**src/rtl/issue_ctrl.sv**
```systemverilog
// rtl/issue_ctrl.sv - issue-stage FIFO with long-latency busy scoreboard and hazard hold
//
// Purpose: buffers decoded instructions, holds the FIFO head while it reads or
// writes a register with a long-latency write (load/mul/div) still in flight,
// and hands the head to execute under a valid/ready handshake.
//
// Ports:
//   clk, rst                  clock, synchronous active-low reset
//   dec_*                     decoder side: valid/ready, payload, operand and
//                             destination controls, is_long marker
//   iss_*                     execute side: valid/ready, head payload and controls
//   wb_valid, wb_addr         long-latency writeback clears the busy bit
//   flush                     empties the FIFO and the scoreboard next cycle
//   busy_vec                  scoreboard state (bit 0 always 0)
//   stall_cnt                 saturating count of hazard-stall cycles
module issue_ctrl #(
  parameter int DEPTH     = 2,
  parameter int PAYLOAD_W = 75,
  parameter int CNT_W     = 16
) (
  input  logic                 clk,
  input  logic                 rst,
  input  logic                 dec_valid,
  output logic                 dec_ready,
  input  logic [PAYLOAD_W-1:0] dec_payload,
  input  logic                 dec_reg1_read_en,
  input  logic [4:0]           dec_reg1_read_addr,
  input  logic                 dec_reg2_read_en,
  input  logic [4:0]           dec_reg2_read_addr,
  input  logic                 dec_reg_write_en,
  input  logic [4:0]           dec_reg_write_addr,
  input  logic                 dec_is_long,
  output logic                 iss_valid,
  input  logic                 iss_ready,
  output logic [PAYLOAD_W-1:0] iss_payload,
  output logic                 iss_reg1_read_en,
  output logic                 iss_reg2_read_en,
  output logic                 iss_reg_write_en,
  output logic [4:0]           iss_reg1_read_addr,
  output logic [4:0]           iss_reg2_read_addr,
  output logic [4:0]           iss_reg_write_addr,
  input  logic                 wb_valid,
  input  logic [4:0]           wb_addr,
  input  logic                 flush,
  output logic [31:0]          busy_vec,
  output logic [CNT_W-1:0]     stall_cnt
);

  localparam int AW    = (DEPTH > 1) ? $clog2(DEPTH) : 1;
  localparam int CW    = AW + 1;
  localparam int CTL_W = 19;
  localparam logic [CW-1:0] FULL_CNT = CW'(DEPTH);

  // Control bits of one entry: {r1en, r1a, r2en, r2a, wen, wa, is_long}
  logic [PAYLOAD_W-1:0] r_pay_mem [DEPTH];
  logic [CTL_W-1:0]     r_ctl_mem [DEPTH];

  logic [AW-1:0]    r_wr_ptr;
  logic [AW-1:0]    r_rd_ptr;
  logic [CW-1:0]    r_count;
  logic [31:0]      r_busy;
  logic [CNT_W-1:0] r_stall;

  logic             w_full;
  logic             w_empty;
  logic             w_enq;
  logic             w_deq;
  logic             w_hazard;
  logic [CTL_W-1:0] w_head_ctl;
  logic             w_h_r1en;
  logic [4:0]       w_h_r1a;
  logic             w_h_r2en;
  logic [4:0]       w_h_r2a;
  logic             w_h_wen;
  logic [4:0]       w_h_wa;
  logic             w_h_long;
  logic [31:0]      w_busy_nxt;

  assign w_full  = (r_count == FULL_CNT);
  assign w_empty = (r_count == '0);

  assign w_head_ctl = r_ctl_mem[r_rd_ptr];
  assign {w_h_r1en, w_h_r1a, w_h_r2en, w_h_r2a, w_h_wen, w_h_wa, w_h_long} = w_head_ctl;

  // Busy bit 0 is held at 0, so r0 never raises a hazard here.
  assign w_hazard = (w_h_r1en && r_busy[w_h_r1a]) ||
                    (w_h_r2en && r_busy[w_h_r2a]) ||
                    (w_h_wen  && r_busy[w_h_wa]);

  assign dec_ready = !w_full;
  assign iss_valid = !w_empty && !w_hazard && !flush;

  // Flush discards both sides of the handshake in its cycle.
  assign w_enq = dec_valid && !w_full && !flush;
  assign w_deq = iss_valid && iss_ready;

  assign iss_payload        = r_pay_mem[r_rd_ptr];
  assign iss_reg1_read_en   = w_h_r1en;
  assign iss_reg1_read_addr = w_h_r1a;
  assign iss_reg2_read_en   = w_h_r2en;
  assign iss_reg2_read_addr = w_h_r2a;
  assign iss_reg_write_en   = w_h_wen;
  assign iss_reg_write_addr = w_h_wa;

  assign busy_vec  = r_busy;
  assign stall_cnt = r_stall;

  // Clear first, then set: a new producer issued in the same cycle as the old
  // producer's writeback keeps the register busy.
  always_comb begin
    w_busy_nxt = r_busy;
    if (wb_valid) begin
      w_busy_nxt[wb_addr] = 1'b0;
    end
    if (w_deq && w_h_wen && w_h_long) begin
      w_busy_nxt[w_h_wa] = 1'b1;
    end
    w_busy_nxt[0] = 1'b0;
  end

  always_ff @(posedge clk) begin
    if (w_enq) begin
      r_pay_mem[r_wr_ptr] <= dec_payload;
      r_ctl_mem[r_wr_ptr] <= {dec_reg1_read_en, dec_reg1_read_addr,
                              dec_reg2_read_en, dec_reg2_read_addr,
                              dec_reg_write_en, dec_reg_write_addr,
                              dec_is_long};
    end
  end

  always_ff @(posedge clk) begin
    if (!rst) begin
      r_wr_ptr <= '0;
      r_rd_ptr <= '0;
      r_count  <= '0;
      r_busy   <= '0;
      r_stall  <= '0;
    end else begin
      if (!w_empty && w_hazard && !flush && (r_stall != {CNT_W{1'b1}})) begin
        r_stall <= r_stall + CNT_W'(1);
      end
      if (flush) begin
        r_wr_ptr <= '0;
        r_rd_ptr <= '0;
        r_count  <= '0;
        r_busy   <= '0;
      end else begin
        r_busy <= w_busy_nxt;
        if (w_enq) begin
          r_wr_ptr <= r_wr_ptr + AW'(1);
        end
        if (w_deq) begin
          r_rd_ptr <= r_rd_ptr + AW'(1);
        end
        case ({w_enq, w_deq})
          2'b10:   r_count <= r_count + CW'(1);
          2'b01:   r_count <= r_count - CW'(1);
          default: r_count <= r_count;
        endcase
      end
    end
  end

endmodule

```
**config.mk**
```make
export PLATFORM = sky130hd
export DESIGN_NAME = issue_ctrl
export DESIGN_NICKNAME = d
export VERILOG_FILES = /design/src/rtl/issue_ctrl.sv
export SDC_FILE = /design/constraint.sdc
export NUM_CORES = 1
export LEC_CHECK = 0
export ABC_AREA = 1
export BUFFER_PORTS_ARGS = -buffer_cell sky130_fd_sc_hd__buf_2
export CORE_MARGIN = 3
export CORE_UTILIZATION = 40
export DETAILED_ROUTE_END_ITERATION = 7
export PLACE_DENSITY = 0.65
export SLEW_MARGIN = 5
export SYNTH_ARGS = -nofsm -noshare
export SYNTH_HDL_FRONTEND = slang
export SYNTH_SLANG_ARGS = --single-unit
export TNS_END_PERCENT = 5
```
**constraint.sdc**
```tcl
create_clock -name clk -period 6 [get_ports clk]
set_input_delay 1.2 -clock clk [delete_from_list [all_inputs] [get_ports clk]]
set_output_delay 1.2 -clock clk [all_outputs]
set_load 0.02 [all_outputs]
```
==> run metrics <==
die extent in x=170 um; outcome=finished, final reports clean; number of buffers inserted by port buffering=246; share of synthesized area occupied by flip-flops and latches=0.623; slowest cell on the critical path=sky130_fd_sc_hd__buf_4; Worst Setup Path Type=register to output port; worst hold path endpoint=r_count[1]; capturing element type of the critical path=output port; standard-cell row count=59; number of register bits inferred by synthesis=240; dominant combinational cell family by area after synthesis=simple AND/OR/NAND/NOR gates; simple-gate share of the synthesized area=0.245; area of the mapped netlist=10700 um2; power per cell area=284 nW/um2; most used flip-flop cell after synthesis=sky130_fd_sc_hd__edfxtp_1; startpoint of the tightest hold check path=r_count[1]; proportion of synthesized flip-flops having asynchronous set or reset=0; Synth Instances=1113; fraction of final layout cells with drive strength greater than 1=0.249; area share of the leading cell type in the synthesized netlist=0.526; Max Clk Rate=197 MHz; worst-skew pair later-pin latency=0.53 ns; required time reported for the critical path endpoint=4.80 ns; Clock Path Buffers=3; core outline area=26200 um2; setup repair after global routing missed its margin=no; library cells used by synthesis=36; Post-DP Area=12200 um2; area growth from synthesis to layout=21.9%; global-route wire length before repair=43800 um; ANT nets after route=0; setup tns final=0 ns; leakage power=5.42 nW; Post-synth EDFFs=188; fin crit share=0.844; endpoint of the worst-slack reg-to-reg timing path=r_count[1]; cell type with the largest total area after synthesis=sky130_fd_sc_hd__edfxtp_1; Post-Synth XOR/XNOR Area=0.0114; TritonCTS clock tree=yes; count of maximum capacitance violations=0; hold-fix buffer count after cts=0; Avg Synthesized Cell Area=9.65 um2; initial cell density of the core=0.410; FF-to-FF path depth=19; area fraction in compound gates after synthesis=0.0662; Num CTS Buffers=26; Residual DRC=0; Sink Count=240; largest clock skew in the final design=0.0196 ns; WP data arrival=3.87 ns; pin count of the biggest net entering global routing=80; Total GRT Usage=0.191; net count after synthesis=1220; Post CTS Setup Buffer Count=0; post-detailed-route wirelength per cell=16.9 um; HP Class=register to register; cell chain of the critical path=buf_4, nand2_1, o21ai_4, nand3_1, nand2_1, nand2_1, nand3_1, nand3_1, nand3_2, nand3_2, nor2_4, buf_2; Max stage delay on crit path=0.80 ns; final hold violations=0; routability cong.=0.928; fraction of synthesized area in multiplexers=0; placed wire-length estimate=19700 um; vias per inst=5.06; number of pins exceeding their max-slew limit in the final report=0; multi-input logic area=3510 um2; reg-to-reg setup timing slack=1.87 ns; number of violations reported at the end of detailed-routing iteration 0=808; top post-synthesis cells by area=sky130_fd_sc_hd__edfxtp_1 (53%), sky130_fd_sc_hd__nand2_1 (14%), sky130_fd_sc_hd__dfxtp_1 (9.7%); relative max-transition margin=0.322; worst-margin pin slew=1.01 ns; VDD IR-drop max=0.267 mV; Hold Path Stages=1; Die Height=170 um; yosys synthesis warning count=0; number of H-tree branching levels=1; post-route design area=13100 um2; vias in the first global route=8059; count of vias placed by the detailed router=8616; Die Footprint=28800 um2; highest fanout seen on the critical path=79; root buffer selected by CTS=sky130_fd_sc_hd__clkbuf_16; number of search-and-repair iterations in the first detailed-routing pass=5; initial antenna violation count=6; critical path launch point type=register; post-CTS resize count=0; final-stage net count=1455; minimum clock period after layout=5.07 ns; footprint of the flip-flops and latches=6690 um2; adder and majority cell fraction of the synthesized area=0.00233; final-report setup violation count=0; register clock-pin slew on the reported worst setup and hold paths=0.06 ns; Top-Level Pins=248; sum of routed wire length over all layers=28800 um; count of filler cells inserted in the layout=2442; gr ovfl total=0
[layout by cell type, fill, tap and decap left out, types with 5 or more instances in the layout]
master / Yosys / routed
sky130_fd_sc_hd__buf_2: 6 / 246
sky130_fd_sc_hd__a21oi_1: 44 / 44
sky130_fd_sc_hd__buf_4: 3 / 5
sky130_fd_sc_hd__nand4_1: 32 / 32
sky130_fd_sc_hd__clkbuf_16: 0 / 29
sky130_fd_sc_hd__o21ai_1: 8 / 8
sky130_fd_sc_hd__xor2_1: 12 / 12
sky130_fd_sc_hd__a21oi_2: 9 / 9
sky130_fd_sc_hd__inv_1: 72 / 72
sky130_fd_sc_hd__dfxtp_1: 52 / 51
sky130_fd_sc_hd__o21ai_0: 47 / 47
sky130_fd_sc_hd__o21ai_4: 5 / 5
sky130_fd_sc_hd__nand3_1: 107 / 107
sky130_fd_sc_hd__nand2_1: 390 / 390
sky130_fd_sc_hd__nand2_2: 11 / 11
sky130_fd_sc_hd__edfxtp_1: 188 / 188
sky130_fd_sc_hd__nor2_1: 59 / 57
[power by group]
group	internal (mW)	switching (mW)
Combinational	0.0753	0.169
Clock	0.992	0.631
Sequential	1.83	0.00908
[final cells by class]
| type | count | area share |
|---|---|---|
| clock inverters | 9 | 0.00708 |
| repair buffers | 252 | 0.0985 |
| well taps | 335 | 0.0320 |
| flip-flops and latches | 240 | 0.511 |
| diodes | 1 | 0.000191 |
| clock buffers | 39 | 0.0603 |
| multi-input cells | 752 | 0.268 |
| inverters | 76 | 0.0220 |
[metal layers]
metal  track usage  wire, um  vias up
li1              -         -     4240
met1         0.243     11900     3960
met2         0.316     13400      367
met3        0.0681      3080       39
met4        0.0395       407       10
met5             0        62        -
[metrics by stage]
step	worst slack [ns]	util	hold WS, ns	cells	total power [mW]
after floorplan	0.0928	-	0.422	1113	2.02
after global placement	1.51	0.465	0.437	1655	2.12
after detailed placement	1.45	0.465	0.445	1655	2.12
after CTS	0.880	0.499	0.457	1703	3.75
after global routing	0.624	0.499	0.474	1704	3.85
final	0.934	0.499	0.454	1704	3.71
[flip-flops by register name (all words and copies together), names as in the netlist, named ones only]
register and count:
stall_cnt 16, r_rd_ptr 1, r_ctl_mem 38, r_pay_mem 150
r_count 2, busy_vec 31, r_wr_ptr 1
[critical path, delay by kind of cell, from the launching register on]
family	cells	cell delay, ns
AND/OR/NAND/NOR	9	1.41
buffers and inverters	2	1.09
flip-flops	1	0.67
AO/OA/AOI/OAI	1	0.17
[worst max path at each step]
stage             start         endpoint  slack, ns  cells past startpoint
6_report       register        iss_valid       0.93                     12
5_1_grt        register        iss_valid       0.62                     12
4_1_cts        register        iss_valid       0.88                     12
3_5_place_dp   register        iss_valid       1.45                     12
3_3_place_gp   register        iss_valid       1.51                     12
2_1_floorplan     flush  r_ctl_mem[0][0]       0.09                      2
[synthesized netlist by cell type (8+ instances only)]
master / number
sky130_fd_sc_hd__a21oi_1: 44
sky130_fd_sc_hd__a21oi_2: 9
sky130_fd_sc_hd__buf_1: 10
sky130_fd_sc_hd__buf_6: 8
sky130_fd_sc_hd__clkbuf_1: 17
sky130_fd_sc_hd__dfxtp_1: 52
sky130_fd_sc_hd__edfxtp_1: 188
sky130_fd_sc_hd__inv_1: 72
sky130_fd_sc_hd__nand2_1: 390
sky130_fd_sc_hd__nand2_2: 11
sky130_fd_sc_hd__nand3_1: 107
sky130_fd_sc_hd__nand4_1: 32
sky130_fd_sc_hd__nor2_1: 59
sky130_fd_sc_hd__o21ai_0: 47
sky130_fd_sc_hd__o21ai_1: 8
sky130_fd_sc_hd__xor2_1: 12
[cells by family after synthesis]
family	count (synthesis)
simple gates	616
flops	240
buf+inv	121
compound gates	119
xor+xnor	14
fa+ha+maj	2
other cells	1
(Power assumes the default switching activity.)
